==> src/rtl/imm_hazard_ctrl.sv <==
// rtl/imm_hazard_ctrl.sv - ID-stage immediate decode, load-use stall control and ID/EX immediate register
module imm_hazard_ctrl #(
    parameter int STALL_CYCLES = 1,
    parameter int CNT_W        = 3
) (
    input  logic        Clk,
    input  logic        Rst_n,
    input  logic [31:0] Instr,
    input  logic        Instr_Valid,
    input  logic        IdEx_MemRead,
    input  logic [4:0]  IdEx_Rt,
    input  logic        Flush,
    output logic        Ext_Zero,
    output logic        Pc_Write,
    output logic        IfId_Write,
    output logic        Stall,
    output logic        Ex_Valid,
    output logic [1:0]  Ex_ImmSel,
    output logic        Ex_Ext_Zero,
    output logic        Ex_Illegal
);

    typedef enum logic {RUN, STALL} state_t;

    localparam logic [CNT_W-1:0] CNT_INIT = CNT_W'(STALL_CYCLES > 1 ? STALL_CYCLES - 2 : 0);

    state_t           state;
    logic [CNT_W-1:0] cnt;

    logic [5:0] opcode;
    logic [4:0] rs;
    logic [4:0] rt;
    logic [1:0] imm_sel;
    logic       ext_zero;
    logic       reads_rs;
    logic       reads_rt;
    logic       illegal;
    logic       hazard;
    logic       stall_now;
    logic       unused_imm_bits;

    assign opcode          = Instr[31:26];
    assign rs              = Instr[25:21];
    assign rt              = Instr[20:16];
    assign unused_imm_bits = ^Instr[15:0];

    always_comb begin
        imm_sel  = 2'd0;
        ext_zero = 1'b0;
        reads_rs = 1'b0;
        reads_rt = 1'b0;
        illegal  = 1'b0;
        case (opcode)
            6'h00: begin
                reads_rs = 1'b1;
                reads_rt = 1'b1;
            end
            6'h08, 6'h09, 6'h0A, 6'h0B: begin
                imm_sel  = 2'd1;
                reads_rs = 1'b1;
            end
            6'h0C, 6'h0D, 6'h0E: begin
                imm_sel  = 2'd2;
                ext_zero = 1'b1;
                reads_rs = 1'b1;
            end
            6'h0F: begin
                imm_sel  = 2'd3;
                ext_zero = 1'b1;
            end
            6'h20, 6'h21, 6'h23, 6'h24, 6'h25: begin
                imm_sel  = 2'd1;
                reads_rs = 1'b1;
            end
            6'h28, 6'h29, 6'h2B, 6'h04, 6'h05: begin
                imm_sel  = 2'd1;
                reads_rs = 1'b1;
                reads_rt = 1'b1;
            end
            6'h02, 6'h03: begin
                imm_sel = 2'd0;
            end
            default: begin
                illegal = 1'b1;
            end
        endcase
    end

    // $zero is never a real load destination, so it cannot create a dependency
    assign hazard = Instr_Valid & IdEx_MemRead & (IdEx_Rt != 5'd0) &
                    ((reads_rs & (rs == IdEx_Rt)) | (reads_rt & (rt == IdEx_Rt)));

    assign stall_now  = !Flush && ((state == STALL) || hazard);
    assign Stall      = stall_now;
    assign Pc_Write   = !stall_now;
    assign IfId_Write = !stall_now;
    assign Ext_Zero   = ext_zero;

    always_ff @(posedge Clk or negedge Rst_n) begin
        if (!Rst_n) begin
            state       <= RUN;
            cnt         <= '0;
            Ex_Valid    <= 1'b0;
            Ex_ImmSel   <= 2'd0;
            Ex_Ext_Zero <= 1'b0;
            Ex_Illegal  <= 1'b0;
        end else if (Flush) begin
            state       <= RUN;
            cnt         <= '0;
            Ex_Valid    <= 1'b0;
            Ex_ImmSel   <= 2'd0;
            Ex_Ext_Zero <= 1'b0;
            Ex_Illegal  <= 1'b0;
        end else if (state == STALL) begin
            Ex_Valid    <= 1'b0;
            Ex_ImmSel   <= 2'd0;
            Ex_Ext_Zero <= 1'b0;
            Ex_Illegal  <= 1'b0;
            if (cnt == '0) begin
                state <= RUN;
            end else begin
                cnt <= cnt - 1'b1;
            end
        end else if (hazard) begin
            Ex_Valid    <= 1'b0;
            Ex_ImmSel   <= 2'd0;
            Ex_Ext_Zero <= 1'b0;
            Ex_Illegal  <= 1'b0;
            // the hazard cycle itself is the first stall cycle
            if (STALL_CYCLES > 1) begin
                state <= STALL;
                cnt   <= CNT_INIT;
            end
        end else begin
            Ex_Valid    <= Instr_Valid;
            Ex_ImmSel   <= Instr_Valid ? imm_sel : 2'd0;
            Ex_Ext_Zero <= Instr_Valid & ext_zero;
            Ex_Illegal  <= Instr_Valid & illegal;
        end
    end

endmodule

==> config.mk <==
export PLATFORM = sky130hd
export DESIGN_NAME = imm_hazard_ctrl
export DESIGN_NICKNAME = d
export VERILOG_FILES = /design/src/rtl/imm_hazard_ctrl.sv
export SDC_FILE = /design/constraint.sdc
export NUM_CORES = 1
export LEC_CHECK = 0
export ABC_AREA = 1
export CAP_MARGIN = 20
export CORE_MARGIN = 5
export CORE_UTILIZATION = 34
export CTS_CLUSTER_DIAMETER = 60
export DETAILED_ROUTE_END_ITERATION = 8
export GPL_ROUTABILITY_DRIVEN = 1
export GPL_TIMING_DRIVEN = 0
export PLACE_DENSITY = 0.79
export SLEW_MARGIN = 5
export SYNTH_ARGS = -nofsm -noshare
export SYNTH_HDL_FRONTEND = slang
export SYNTH_SLANG_ARGS = --single-unit
export TNS_END_PERCENT = 20
==> constraint.sdc <==
create_clock -name Clk -period 1.9 [get_ports Clk]
set_input_delay 0.38 -clock Clk [delete_from_list [all_inputs] [get_ports Clk]]
set_output_delay 0.38 -clock Clk [all_outputs]
set_load 0.1 [all_outputs]
# After elaboration in Yosys (flattened, before gate mapping)
# Cells that the tools add are included.
# classes
n_addsub,1
n_eq_ne,23
n_mux,24
n_bitwise,8
n_reduce_logical,15
# ops
op,count
$eq A6 B4 Y1 const B,8
$eq A6 B6 Y1 const B,8
$reduce_or A21 Y1,1
$reduce_or A18 Y1,1
$mux W1,16
$reduce_or A14 Y1,1
$eq A6 B2 Y1 const B,2
$eq A6 B3 Y1 const B,2
$eq A5 B5 Y1,2
$mux W3,3
$mux W2,4
$and A1 B1 Y1,7
$logic_not A6 Y1,1
$pmux W2 S3,1
$reduce_or A6 Y1,1
$reduce_bool A5 Y1,1
$reduce_or A4 Y1,1
$logic_not A3 Y1,1
$reduce_or A3 Y1,1
$sub A3 B1 Y3 const B,1
$logic_not A1 Y1,2
$ne A2 B2 Y1 const B,1
$reduce_and A2 Y1,1
$reduce_bool A2 Y1,1
other kinds (3),3
# totals
ff_bits,9
out_inout_bits,9

# Depth between registers and ports, before layout
# Gate-level depths: netlist of the first run.
# depth
ltp_word,9
depth_mapped,12

# Worst setup path after synthesis of the first run
# Ideal clock, no wire load.
# synth_path
kind,input to output
start,in Instr[31]
end,out Stall
t_arrival_ns,2.477
required_ns,1.520
setup_slack_ns,-0.957
cell_stages,10
cell_sequence,inv_1 > nor2_1 > nand2_1 > nor2_1 > nor2_1 > nand3_1 > nand2_1 > nand2_1 > nand2_2 > a21oi_1
# synth_between
elab_chain_cells,8
# synth_rtl
item,line,rtl
"start, declared",8,"input logic [31:0] Instr,"
$eq A6 B6 Y1 (tied with other cells),53,case (opcode)
$reduce_or A18 Y1 (no line) / $reduce_or A6 Y1 (equally long branches),n/a,
$mux W1,53,
$and A1 B1 Y1,91,((reads_rs & (rs == IdEx_Rt)) | (reads_rt & (rt == IdEx_Rt)));
$or A1 B1 Y1 *,91,
$and A1 B1 Y1 *,90,assign hazard = Instr_Valid & IdEx_MemRead & (IdEx_Rt != 5'd0) &
$logic_or A1 B1 Y1 *,93,assign stall_now = !Flush && ((state == STALL) || hazard);
$logic_and A1 B1 Y1 *,93,
"end, declared",16,"output logic Stall,"
# Every way passes the cells marked *; elsewhere a longest branch is shown, timed or not.

# Final worst setup path of the first run
# layout_path
start,in Instr[29]
end,out Pc_Write
# layout_between
elab_chain_cells,9
# layout_rtl
item,line,rtl
$eq A6 B6 Y1 (tied with other cells),53,
$reduce_or A18 Y1 (no line) / $reduce_or A6 Y1 (equally long branches),n/a,
$mux W1,53,
$and A1 B1 Y1,91,
$or A1 B1 Y1 *,91,
$and A1 B1 Y1 *,90,
$logic_or A1 B1 Y1 *,93,
$logic_and A1 B1 Y1 *,93,
$logic_not A1 Y1 *,95,assign Pc_Write = !stall_now;
"end, declared",14,"output logic Pc_Write,"
# Marked as above.

==> results.ini, run 1 <==
[critical_path]
ff2ff_setup_slack_ps=620
start_kind=input port
cp.required_ps=1520
worstSetupEndpointType=primary output
critPathSlowestCell=nor2_2
critPathTopFamily=simple AND/OR/NAND/NOR gates
r2r-end=cnt[1]
rr_startpoint=cnt[0]
critical_path.max_stage_delay_ps=170
path_class=input port to primary output
crit_path_max_fanout=4
path_buf_inv=4
reg2reg_depth=7
worstPathCellList=buf_8 -> inv_4 -> nand3b_1 -> nor2_2 -> nor2_2 -> nand3_2 -> nand2_1 -> nand2_1 -> nand2_2 -> nand2_4 -> nand2_8 -> buf_12 -> buf_16
arrival_ps=1700

[yosys]
synth_cell_type_count=21
async_reset_ff_share_pct=100
ys_warn_count=0
yosysTopAreaCell=dfrtp_1
synth_top_area_share_pct=31.1
synth_area_um2=723
synthTopCellsByArea=dfrtp_1 (31%), nand2_1 (11%), nand3_1 (9.0%), inv_1 (8.8%), nor2_1 (8.8%)
synth_most_common_cell=nand2_1
postSynthCellCount=109
synth-seq-area-share_pct=31.1
synth_edf_count=0
syn_avg_cell_area_um2=6.63
ys_dominant_reg_cell=dfrtp_1
synthesis.nets=153
yosys-top-cells-count=nand2_1 (22), inv_1 (17), nor2_1 (17)
ys_ff_latch=9

[finish]
layout.cells.non_filler=190
syn2layout_area_growth_pct=101
fin_area_mm2=0.00145
final_util_pct=72.6
layout.nets=208
drive_gt1_share_pct=41.7
diodes=0

[drt]
drt-pass1-iter-count=4
vias=943
post_drt_wl_per_cell_um=14.3
drc_errors=0
drtIter0Drc=26
ant_nets=0
routed_via_density=4.96
routed_wl_mm=2.71

[timing]
fmax_mhz=480
hold_viol_final=0
rsz0062_at_grt=yes
finalSetupViolations=4
hold_ws_ps=410
fin_crit_ps=2080
fin_skew_ps=6.19
finalSetupTns_ps=-452
relSlewSlack_pct=36.3
fin_crit_sh_pct=110
maxSlewViolCount=0
postLayoutSetupSlackWorst_ps=-184
tightestPinTransition_ps=959

[run_status]
failed_checks=setup timing
status=finished with violations

[floorplan]
die_x_um=56.1
row_count=16
dieArea_mm2=0.00315
io_pins=51
die_y_um=56.1
start_util_pct=36.1
core_mm2=0.00200

[global_route]
grt_max_degree=10
grt_usage_pct=14.1
grt-ovfl-total=0
grt_pass1_vias=875
grt_antenna_before_repair=0
grt_first_pass_wirelength_mm=3.55

[power]
power.total_uw=597
p_per_area_mw_per_mm2=411
peakVddDrop_v=0.000254
p_leak_nw=0.708

[placement]
dp_hpwl_mm=1.53
placed_area_mm2=0.00115
pre_cts_ws_ps=-1670
gp_congestion=0.781
port-buffer-count=34
dp_cells=170

[clock_tree]
cts_tree=built
clock-root-buffer=clkbuf_4
cts.path.max_buffers=2
clkLatencyLatePin_ps=260
h-tree-depth=1
cts_num_sinks=9
numCtsBuffers=3
cts_hold_buf=0
clk_pin_slew_ps=60

[min_path]
holdCritPathClass=input port to asynchronous set/reset pin

[job]
drv_cap=0

==> power breakdown <==
group / total (mW) / internal [mW] / switching, mW
registers: 0.196 / 0.195 / 0.000646
logic: 0.253 / 0.119 / 0.134
clock network: 0.148 / 0.0809 / 0.0668
==> per-layer routing <==
layer	GRT usage [%]	up-vias	share of wire [%]	wire length, um
met3	3.25	8	5.5	148
met1	14.5	435	38	1040
met2	24.4	47	53	1430
li1	-	453	-	-
met4	10.5	0	3.5	96
met5	0	-	0	0
==> state kept, by name, summed over array words and instances, names as in the netlist <==
| register | flops |
|---|---|
| cnt | 3 |
| Ex_Illegal | 1 |
| Ex_ImmSel | 2 |
| Ex_Ext_Zero | 1 |
| state | 1 |
| Ex_Valid | 1 |
==> worst max-delay path by stage <==
stage                          from  slack [ps]        to  depth (start not counted)
after floorplan           Instr[28]         -40  Pc_Write                         12
after global placement    Instr[28]       -1660  Pc_Write                         14
after detailed placement  Instr[28]       -1670  Pc_Write                         14
after CTS                 Instr[16]        -160  Pc_Write                         11
after global routing      Instr[28]        -250  Pc_Write                         14
final                     Instr[29]        -180  Pc_Write                         13
==> worst reg2reg max path, stage by stage, from the launching register on <==
cell and delay, ps:
dfrtp_1 320, inv_1 70, ha_1 200, a21oi_1 180
inv_1 70, nor2_1 170, inv_1 70, o22ai_1 110
==> area by class of cell <==
class	instances	area [um2]
Buffer	1	20.0
Clock buffer	4	26.3
Fill cell	142	549
Inverter	18	80.1
Multi-Input combinational cell	81	569
Sequential cell	9	225
Tap cell	27	33.8
Timing Repair Buffer	50	498
==> cells by family after synthesis <==
kind of cell	share of synthesized area (%)
xor gates and xnor gates	10.9
adders and majority gates	3.46
and+or+nand+nor	38.1
DFF	31.1
buffers and inverters	10.4
AOI/OAI and AO/OA	6.06
==> timing repair <==
action / 4_1_cts / 5_1_grt
resized for setup: 99 / 54
pin swaps: 25 / 28
setup buffers: 12 / 4
endpoints found under the setup margin: 9 / 4
==> placed cells by master (no fill, tap or decap), types with 2 or more instances in the layout <==
master,instances
nand2_4,3
nand2_2,3
nand3_1,10
xnor2_1,5
xnor2_2,2
inv_1,13
buf_8,4
nand2_1,17
nor2_2,7
clkbuf_4,3
buf_12,3
o21ai_0,3
buf_2,3
dfrtp_1,9
clkbuf_2,3
a21oi_1,2
dlygate4sd2_1,9
clkdlybuf4s15_1,6
buf_6,7
ha_1,2
clkdlybuf4s50_1,4
xor2_1,2
nand3_2,3
nor3_2,2
nor2_1,7
buf_4,11
nor2_4,4
inv_4,3
(Power assumes the default switching activity.)
==> run 2: changes to the inputs <==
--- a/config.mk
+++ b/config.mk
@@ -14,6 +14,7 @@
 export GPL_ROUTABILITY_DRIVEN = 1
 export GPL_TIMING_DRIVEN = 0
 export PLACE_DENSITY = 0.79
+export SKIP_CTS_REPAIR_TIMING = 1
 export SLEW_MARGIN = 5
 export SYNTH_ARGS = -nofsm -noshare
 export SYNTH_HDL_FRONTEND = slang
==> run 2 against run 1 <==
Compared with the run above: clock skew increased by 9.8 ps; the flow still finishes with violations (setup timing); critical path type unchanged; setup slack lost 14 ps; sequential power hardly changed; register-to-register slack got worse by 30 ps; highest routed layer unchanged; largest power group unchanged; sequential share of layout area grew 0.65 points; worst hold slack lost 10 ps; design area fell by 4.0%; first-iteration DRC count fell by 54%; total power decreased by 7.8%; core utilization is 2.9 points lower; die area stayed put.
==> results.ini, run 2 (synthesis results as in run 1) <==
[run_status]
status=finished with violations
failed_checks=setup timing

[drt]
routed_via_density=4.82
drt-pass1-iter-count=5
ant_nets=0
post_drt_wl_per_cell_um=11.9
vias=868
routed_wl_mm=2.14
drc_errors=0
drtIter0Drc=12

[global_route]
grt_pass1_vias=780
grt_first_pass_wirelength_mm=3.01
grt_antenna_before_repair=0
grt_max_degree=10
grt-ovfl-total=0
grt_usage_pct=11.9

[power]
p_per_area_mw_per_mm2=395
power.total_uw=550
peakVddDrop_v=0.000230
p_leak_nw=0.812

[placement]
pre_cts_ws_ps=-1670
gp_congestion=0.781
dp_hpwl_mm=1.53
placed_area_mm2=0.00115
port-buffer-count=34
dp_cells=170

[job]
drv_cap=0

[critical_path]
crit_path_max_fanout=7
worstPathCellList=buf_4 -> inv_4 -> nor2_1 -> nand3_2 -> nand2_2 -> nor2_4 -> nand3_2 -> nand2_1 -> nand2_1 -> nand2_2 -> nand2_4 -> nand2_8 -> buf_12 -> buf_12
critical_path.max_stage_delay_ps=150
worstSetupEndpointType=primary output
path_class=input port to primary output
start_kind=input port
arrival_ps=1720
critPathSlowestCell=buf_4
cp.required_ps=1520

[finish]
layout_common_cells=dlymetal6s2s_1 (18), nand2_1 (17), inv_1 (14)
layout.nets=198
diodes=0
regArea_um2=225
syn2layout_area_growth_pct=92.7
mostFrequentLayoutCell=dlymetal6s2s_1
fill_cells=161
layout.cells.non_filler=180
largest_reg_flops=3
fin_area_mm2=0.00139
reg_top3=cnt (3), Ex_ImmSel (2)
regMostFlops=cnt
drive_gt1_share_pct=34.6
multiInputGateArea_um2=564

[timing]
tightestPinTransition_ps=979
postLayoutSetupSlackWorst_ps=-199
fmax_mhz=476
finalSetupViolations=3
rsz0062_at_grt=yes
hold_viol_final=0
relSlewSlack_pct=34.6
maxSlewViolCount=0
fin_skew_ps=16.0
fin_crit_ps=2100
fin_crit_sh_pct=110

[floorplan]
core_mm2=0.00200
row_count=16
die_x_um=56.1
dieArea_mm2=0.00315
die_y_um=56.1
start_util_pct=36.1
io_pins=51

[clock_tree]
cts.path.max_buffers=2
cts_num_sinks=9
clkLatencyLatePin_ps=260
numCtsBuffers=3
cts_tree=built
h-tree-depth=1
clk_pin_slew_ps=70
clock-root-buffer=clkbuf_4

[min_path]
holdCritPathClass=input port to asynchronous set/reset pin

run 2: metal layers:
metal | vias to the layer above | part of all wire, % | global-route usage [%]
met2 | 34 | 54 | 21.9
met4 | 0 | 2.1 | 6.10
li1 | 433 | - | -
met1 | 391 | 40 | 12.4
met3 | 10 | 3.5 | 2.55
met5 | - | 0 | 0
run 2: worst max-delay path, delay by kind of cell:
family / cells / cell delay (ps)
buffers and inverters: 4 / 460
AND/OR/NAND/NOR: 10 / 860
run 2: power breakdown:
group	switching, mW	internal [mW]	leakage (nW)
Sequential	0.000698	0.195	0.124
Clock	0.0678	0.0806	0.0150
Combinational	0.115	0.0911	0.674
run 2: layout make-up:
| type | instances | area share (%) |
|---|---|---|
| Inverter | 18 | 5.39 |
| Timing Repair Buffer | 40 | 32.2 |
| Clock buffer | 4 | 1.89 |
| Buffer | 1 | 1.44 |
| Multi-Input combinational cell | 81 | 40.5 |
| Tap cell | 27 | 2.42 |
| Sequential cell | 9 | 16.2 |
run 2: metrics by stage:
step / util [%] / hold slack, ps / TNS (ps)
4_1_cts: 58.9 / 423 / -6680
3_3_place_gp: 57.6 / 513 / -6580
2_1_floorplan: - / 84.4 / -77.3
6_report: 69.6 / 399 / -376
3_5_place_dp: 57.6 / 525 / -6700
5_1_grt: 69.6 / 435 / -565
run 2: final timing paths:
kind	start	endpoint	slack, ps	cells after the start
max	Instr[28]	Pc_Write	-200	14
min	Rst_n	state	400	1
max reg2reg	cnt[0]	cnt[0]	590	7
min reg2reg	cnt[2]	cnt[2]	540	2
max in group asynchronous	Rst_n	Ex_Illegal	1210	1
min in group Clk	Instr[26]	Ex_Illegal	520	4
